`config.mk`:
```
export PLATFORM = sky130hd
export DESIGN_NAME = cache_port_arbiter
export DESIGN_NICKNAME = d
export VERILOG_FILES = /design/src/rtl/cache_arb_pkg.sv /design/src/rtl/sat_counter.sv /design/src/rtl/cache_port_arbiter.sv
export SDC_FILE = /design/constraint.sdc
export NUM_CORES = 1
export LEC_CHECK = 0
export CAP_MARGIN = 20
export CELL_PAD_IN_SITES_DETAIL_PLACEMENT = 0
export CELL_PAD_IN_SITES_GLOBAL_PLACEMENT = 2
export CORE_MARGIN = 3
export CORE_UTILIZATION = 18
export CTS_BUF_LIST = sky130_fd_sc_hd__clkbuf_16
export DETAILED_ROUTE_END_ITERATION = 16
export PLACE_DENSITY_LB_ADDON = 0.15
export REMOVE_ABC_BUFFERS = 1
export SLEW_MARGIN = 20
export SYNTH_ARGS = -nofsm -noshare
export SYNTH_HDL_FRONTEND = slang
export SYNTH_SLANG_ARGS = --single-unit
```
`constraint.sdc`:
```
create_clock -name clk_i -period 3 [get_ports clk_i]
set_clock_uncertainty 0.1 [all_clocks]
set_input_delay 0.6 -clock clk_i [delete_from_list [all_inputs] [get_ports clk_i]]
set_output_delay 0.6 -clock clk_i [all_outputs]
set_load 0.05 [all_outputs]
```
`src/rtl/cache_arb_pkg.sv`:
```
// Shared types for the I/D cache port arbiter: FSM state and requester identity.
package cache_arb_pkg;

  typedef enum logic {
    IDLE,
    SERVE
  } arb_state_t;

  typedef enum logic {
    PORT_I,
    PORT_D
  } port_t;

endpackage

```
`src/rtl/sat_counter.sv`:
```
// Up-counter that sticks at all-ones; clear has priority over increment, both gated by en_i.
module sat_counter #(
  parameter int unsigned WIDTH = 8
) (
  input  logic             clk_i,
  input  logic             reset_i,
  input  logic             en_i,
  input  logic             inc_i,
  input  logic             clr_i,
  output logic [WIDTH-1:0] q_o
);

  logic [WIDTH-1:0] cnt_q, cnt_d;

  always_comb begin
    cnt_d = cnt_q;
    if (en_i) begin
      if (clr_i) begin
        cnt_d = '0;
      end else if (inc_i && !(&cnt_q)) begin
        cnt_d = cnt_q + WIDTH'(1);
      end
    end
  end

  always_ff @(posedge clk_i or posedge reset_i) begin
    if (reset_i) begin
      cnt_q <= '0;
    end else begin
      cnt_q <= cnt_d;
    end
  end

  assign q_o = cnt_q;

endmodule

```
`src/rtl/cache_port_arbiter.sv`:
```
// Round-robin arbiter sharing one cache port between I-fetch and D requesters, with the miss
// owner locked until its fill completes, plus hit/miss statistics and a stuck-miss watchdog.
module cache_port_arbiter
  import cache_arb_pkg::*;
#(
  parameter int unsigned ADDR_WIDTH = 32,
  parameter int unsigned DATA_WIDTH = 32,
  parameter int unsigned CNT_WIDTH  = 32,
  parameter int unsigned MAX_WAIT   = 64
) (
  input  logic                  clk_i,
  input  logic                  reset_i,
  input  logic                  en_i,
  input  logic                  i_req_i,
  input  logic [ADDR_WIDTH-1:0] i_addr_i,
  output logic                  i_done_o,
  output logic [DATA_WIDTH-1:0] i_rdata_o,
  input  logic                  d_req_i,
  input  logic                  d_write_en_i,
  input  logic [ADDR_WIDTH-1:0] d_addr_i,
  input  logic [DATA_WIDTH-1:0] d_data_i,
  output logic                  d_done_o,
  output logic [DATA_WIDTH-1:0] d_rdata_o,
  output logic                  c_ready_o,
  output logic                  c_write_en_o,
  output logic [ADDR_WIDTH-1:0] c_addr_o,
  output logic [DATA_WIDTH-1:0] c_data_o,
  input  logic                  c_hit_i,
  input  logic [DATA_WIDTH-1:0] c_out_i,
  output logic [CNT_WIDTH-1:0]  hit_count_o,
  output logic [CNT_WIDTH-1:0]  miss_count_o,
  output logic                  timeout_o
);

  localparam int unsigned WaitWidth = $clog2(MAX_WAIT + 1);

  arb_state_t state_q, state_d;
  port_t      owner_q, owner_d;
  port_t      last_q, last_d;
  logic       timeout_q, timeout_d;

  port_t winner, sel;
  logic  active;
  logic  hit_inc, miss_inc, wait_inc, wait_clr;
  logic [WaitWidth-1:0] wait_cnt;

  always_comb begin
    state_d      = state_q;
    owner_d      = owner_q;
    last_d       = last_q;
    timeout_d    = timeout_q;
    hit_inc      = 1'b0;
    miss_inc     = 1'b0;
    wait_inc     = 1'b0;
    wait_clr     = 1'b0;
    c_ready_o    = 1'b0;
    c_write_en_o = 1'b0;
    c_addr_o     = '0;
    c_data_o     = '0;
    i_done_o     = 1'b0;
    d_done_o     = 1'b0;
    i_rdata_o    = '0;
    d_rdata_o    = '0;

    // On a tie the side that was not served last wins.
    if (i_req_i && d_req_i) begin
      winner = (last_q == PORT_I) ? PORT_D : PORT_I;
    end else if (d_req_i) begin
      winner = PORT_D;
    end else begin
      winner = PORT_I;
    end

    sel    = (state_q == SERVE) ? owner_q : winner;
    active = en_i && !reset_i && ((state_q == SERVE) || i_req_i || d_req_i);

    if (active) begin
      c_ready_o = 1'b1;
      if (sel == PORT_D) begin
        c_write_en_o = d_write_en_i;
        c_addr_o     = d_addr_i;
        c_data_o     = d_data_i;
      end else begin
        c_addr_o = i_addr_i;
      end

      if (c_hit_i) begin
        if (sel == PORT_D) begin
          d_done_o  = 1'b1;
          d_rdata_o = c_out_i;
        end else begin
          i_done_o  = 1'b1;
          i_rdata_o = c_out_i;
        end
        last_d = sel;
        if (state_q == IDLE) begin
          hit_inc = 1'b1;
        end else begin
          wait_clr = 1'b1;
          state_d  = IDLE;
        end
      end else if (state_q == IDLE) begin
        owner_d  = sel;
        miss_inc = 1'b1;
        wait_inc = 1'b1;
        state_d  = SERVE;
      end else begin
        wait_inc = 1'b1;
        // Raised on the same edge the wait count reaches MAX_WAIT.
        if (wait_cnt >= WaitWidth'(MAX_WAIT - 1)) begin
          timeout_d = 1'b1;
        end
      end
    end
  end

  always_ff @(posedge clk_i or posedge reset_i) begin
    if (reset_i) begin
      state_q   <= IDLE;
      owner_q   <= PORT_I;
      last_q    <= PORT_I;
      timeout_q <= 1'b0;
    end else begin
      state_q   <= state_d;
      owner_q   <= owner_d;
      last_q    <= last_d;
      timeout_q <= timeout_d;
    end
  end

  assign timeout_o = timeout_q;

  sat_counter #(
    .WIDTH(CNT_WIDTH)
  ) u_hit_cnt (
    .clk_i  (clk_i),
    .reset_i(reset_i),
    .en_i   (en_i),
    .inc_i  (hit_inc),
    .clr_i  (1'b0),
    .q_o    (hit_count_o)
  );

  sat_counter #(
    .WIDTH(CNT_WIDTH)
  ) u_miss_cnt (
    .clk_i  (clk_i),
    .reset_i(reset_i),
    .en_i   (en_i),
    .inc_i  (miss_inc),
    .clr_i  (1'b0),
    .q_o    (miss_count_o)
  );

  sat_counter #(
    .WIDTH(WaitWidth)
  ) u_wait_cnt (
    .clk_i  (clk_i),
    .reset_i(reset_i),
    .en_i   (en_i),
    .inc_i  (wait_inc),
    .clr_i  (wait_clr),
    .q_o    (wait_cnt)
  );

endmodule

```
# After elaboration in Yosys (flattened, before gate mapping)

Index checks and enable logic that the tools add are counted.

Reduce and logical (&&, ||, !) cells: 22
Muxes and demuxes: 35
$lt $le $gt $ge: 1
Bitwise logic cells: 2
$add $sub $neg: 3

Operators with widths:

| kind                                                               | count |
|---|---|
| two-way mux 32 bit                                                 | 10 |
| adder 32 x 1 -> 32 bit (second input constant)                     | 2 |
| AND reduction 32 bit                                               | 2 |
| two-way mux 1 bit                                                  | 23 |
| two-way mux 7 bit                                                  | 2 |
| AND reduction 2 bit                                                | 4 |
| adder 7 x 1 -> 7 bit (second input constant)                       | 1 |
| greater-or-equal comparator 7 x 6 -> 1 bit (second input constant) | 1 |
| AND reduction 7 bit                                                | 1 |
| logical AND 1 bit                                                  | 6 |
| logical NOT 1 bit                                                  | 4 |
| AND reduction 4 bit                                                | 1 |
| AND reduction 3 bit                                                | 1 |
| logical OR 1 bit                                                   | 2 |
| NOT 1 bit                                                          | 2 |
| nonzero test 2 bit                                                 | 1 |

Input port bits: 135
Flip-flop bits (word level): 75
Output and inout port bits: 197
Logic and storage cells: 70

# Longest topological paths before layout

Word-level depth: 7
Depth in mapped cells: 9
Gate-level depth less buffers: 6

# Cells and area by module

From an unflattened synthesis, not the netlist that was laid out.

Cell total of the unflattened synthesis: 771
Area total of the unflattened synthesis: 6212.2 um2

By module, submodules not included:

| module                       | cells each | times used | seq. area each (um2) | area an instance (um2) |
|---|---|---|---|---|
| sat_counter at u_hit_cnt ... | 231        | 2          | 800.8                | 2038.2 |
| cache_port_arbiter           | 264        | 1          | 100.1                | 1726.7 |
| sat_counter at u_wait_cnt    | 45         | 1          | 175.2                | 409.1 |

# Least setup slack after synthesis

OpenSTA, ideal clock, no wires.

Path type: input to output
Start point: input en_i
End point: output i_rdata_o[23]
Path slack: -0.445 ns
Required time: 2.300 ns
Cell stages on the path: 9
Arrival: 2.745 ns
Buffers on the path: 3
Cell sequence: buf_2 -> nor2b_1 -> nand2b_1 -> clkbuf_1 -> inv_1 -> nand2_1 -> nor2_1 -> clkbuf_1 -> and2_1

Word-level cells in the longest chain between the ends: 3

RTL lines:

| element                         | RTL line                 | RTL |
|---|---|---|
| start: declaration              | cache_port_arbiter.sv:13 | `input logic en_i,` |
| logical AND 1 bit (2 in series) | cache_port_arbiter.sv:75 | `active = en_i && !reset_i && ((state_q == SERVE) \|\| i_req_i \|\| d_req_i);` |
| two-way mux 32 bit              | cache_port_arbiter.sv:77 | `if (active) begin` |
| end: declaration                | cache_port_arbiter.sv:17 | `output logic [DATA_WIDTH-1:0] i_rdata_o,` |

No other way between the ends.

# Final worst setup path

Start point: input c_hit_i
End point: output i_rdata_o[24]

Word-level cells in the longest chain between the ends: 2

RTL lines:

| element            | RTL line                 | RTL |
|---|---|---|
| start: declaration | cache_port_arbiter.sv:28 | `input logic c_hit_i,` |
| two-way mux 32 bit | cache_port_arbiter.sv:87 | `if (c_hit_i) begin` |
| two-way mux 32 bit | cache_port_arbiter.sv:77 |  |

No other way between the ends.

==> results.ini <==
[synthesis]
synth.top_cell.area_share_pct = 38.7
yosysSeqAreaShare_pct = 38.7
synth-edff-count = 0
synth_commonest_cells = nand2_1, dfrtp_1, and2_1
synthTopCellsByArea = dfrtp_1, and2_1, nand2_1
synth_most_common_cell = nand2_1
synth-async-reset-ratio_pct = 100
syn_inst = 580
yosysWarnings = 0
syn_area_um2 = 4850
yosysUniqueCellTypes = 49
ys_ff_latch = 75
yosysTopAreaCell = dfrtp_1
ys.flop_type = dfrtp_1
synth.avg_cell_area_um2 = 8.37

[power_and_ir_drop]
sw_frac_of_total_pct = 35.2
pwr_density_cell_nw_per_um2 = 349
p_switching_mw = 1.31
intPower_mw = 2.43
clkPwrFrac_pct = 28.7
power_frac_comb_pct = 39.2
power_mw = 3.74
p_seq_share_pct = 32.0
ir_worst_vdd_uv = 289
cellLeakagePower_nw = 4.62

[clocking]
tritoncts = built
clockBufferDepth = 2
cts_buffers = 9
cts-root-buf = clkbuf_16
clkSinkCount = 75
cts.clk_slew.worst_paths_ns = 0.07
htreeDepth = 3
clk-insertion-delay-late_ns = 0.34

[route]
wl_per_cell_um = 18.7
routed.top_layer = met5
drt_iter0_markers = 197
via_count = 5500
via_per_inst = 4.30
drc = 0
wirelength_mm = 23.9
met3_length_mm = 1.28
wl_met1_mm = 10.1
drt_first_pass_iters = 4
met2_length_mm = 12.1
ant_nets = 0

[worst_setup_path]
crit_chain = clkdlybuf4s50_1 -> nand2_2 -> nor2_4 -> clkbuf_16 -> buf_6 -> and2_4 -> buf_12
worstSetupPathType = primary input to output port
cp_num_buf_inv = 4
timing.critical_path.slowest_cell_delay_ns = 0.60
critPathRequiredTime_ns = 2.30
arrival_ns = 2.11
crit_slowest_cell = clkdlybuf4s50_1
critPathCaptureType = output port
critical_path.top_delay_family = buffers and inverters
cp-start-kind = primary input
path_max_fanout = 10

[timing]
fmaxAchievable_ghz = 0.356
final-hold-violation-count = 0
layout_setup_ws_ns = 0.191
drv_slew = 0
maxSlewHeadroom_pct = 38.7
setup_violations = 0
setup_tns_ns = 0
fin_crit_ns = 2.81
tightest_slew_ns = 0.905
grt_setup_unrepaired = no
post-route-period-util_pct = 93.6

[layout]
nets = 1075
fin_cells = 1280
utilization_pct = 40.8
drive_gt1_share_pct = 25.8
area_growth_pct = 121

[global_route]
grt_overflow = 0
antenna_found_initial = 6
grt_pass1_vias = 5447
grt_pass1_wl_mm = 34.1
grt_max_degree = 42
grt_use_total_pct = 15.3

[placed_design]
portBuffers = 331
dp.cells = 1254
globalplace.congestion = 0.771
post-place-ws_ns = -0.132
dp_hpwl_mm = 18.7

[floorplan]
die_height_um = 170
die_w_um = 170
rows = 59
start_util_pct = 18.5
core_um2 = 26300
io_pins = 332
fp.dieArea_um2 = 29000

[run]
maxCapViolations = 0

[status]
status = complete, no violations

[hold_path]
hold_path_class = primary input to async pin

[cell usage in the layout (no fill, tap or decap), types with 2 or more instances in the layout]
master	count
a21oi_1	31
a21oi_2	4
and2_1	46
and2_4	23
and3_1	41
and3_4	2
and4_1	8
buf_12	141
buf_4	33
clkbuf_16	12
clkdlybuf4s50_1	195
clkinv_2	2
dfrtp_1	75
diode_2	3
dlymetal6s2s_1	4
ha_1	3
inv_1	15
mux2_2	3
nand2_1	98
nand2b_1	5
nand3_1	24
nand3_2	4
nand4_1	24
nor2_1	21
nor3_1	14
nor4_1	11
o21ai_0	5
o2bb2ai_1	3
o311ai_1	2
o31a_1	2
or4_4	2
xnor2_1	37
xor2_1	23
[final timing paths]
| path | startpoint | endpoint | slack [ns] | cells past startpoint |
|---|---|---|---|---|
| setup / recovery | c_hit_i | i_rdata_o[24] | 0.19 | 7 |
| hold / removal | reset_i | u_hit_cnt.q_o[2]$_DFFE_PP0P_ | 0.32 | 3 |
| setup reg to reg | u_hit_cnt.q_o[0]$_DFFE_PP0P_ | u_hit_cnt.q_o[28]$_DFFE_PP0P_ | 0.52 | 6 |
| hold reg to reg | timeout_o$_DFFE_PP0P_ | timeout_o$_DFFE_PP0P_ | 0.37 | 1 |
| max in group asynchronous | reset_i | u_hit_cnt.q_o[28]$_DFFE_PP0P_ | 1.91 | 4 |
| min in group clk_i | timeout_o$_DFFE_PP0P_ | timeout_o$_DFFE_PP0P_ | 0.37 | 1 |
[registers in the layout, indices dropped and copies added, names as in the netlist]
| register | count |
|---|---|
| u_miss_cnt.q_o | 32 |
| owner_q | 1 |
| state_q | 1 |
| last_q | 1 |
| timeout_o | 1 |
| u_hit_cnt.q_o | 32 |
| u_wait_cnt.q_o | 7 |
[worst min-delay path: stages]
cell            delay (ns)
dlymetal6s2s_1        0.16
buf_4                 0.15
clkinv_2              0.24
[power by group through the flow]
stage,combinational (mW),sequential (mW),clock [mW]
3_3_place_gp,1.41,1.22,0
3_5_place_dp,1.41,1.22,0
6_report,1.47,1.20,1.07
4_1_cts,1.43,1.20,1.11
5_1_grt,1.56,1.22,1.16
2_1_floorplan,0.506,1.35,0
[metrics by stage]
step           instance area [um^2]  hold slack [ns]
2_1_floorplan                  4720            0.350
3_3_place_gp                  10200            0.361
3_5_place_dp                  10200            0.368
4_1_cts                       10500            0.382
5_1_grt                       10700            0.337
6_report                      10700            0.316
[per-layer routing]
metal,vias to the layer above,global-route usage (%)
met2,172,26.6
met5,-,0
met3,27,3.93
met4,6,3.32
met1,2573,19.1
li1,2722,-
[cell families after synthesis]
family                     Yosys count  share of synthesized area (%)
muxes                                4                          0.902
xor gates and xnor gates            60                           10.8
DFF                                 75                           38.7
adders and majority gates            3                          0.774
AOI/OAI and AO/OA                   59                           7.45
and+or+nand+nor                    335                           37.7
buffers and inverters               44                           3.69
[layout make-up]
cell class | instances | area, um^2
fill | 2596 | 15600
sequential | 75 | 1880
inverter | 13 | 50.0
timing repair buffer | 377 | 5160
clock inverter | 7 | 62.6
clock buffer | 9 | 225
tap | 335 | 419
multi-input combinational | 461 | 2910
antenna | 3 | 7.51
[timing repair]
action	CTS	global route
hold buffers	0	0
resized for setup	11	30
endpoints found under the setup margin	72	125
setup buffers	0	4
pin swaps	0	2
gates cloned	0	3
Note: power is estimated with default switching activity, not from simulation.
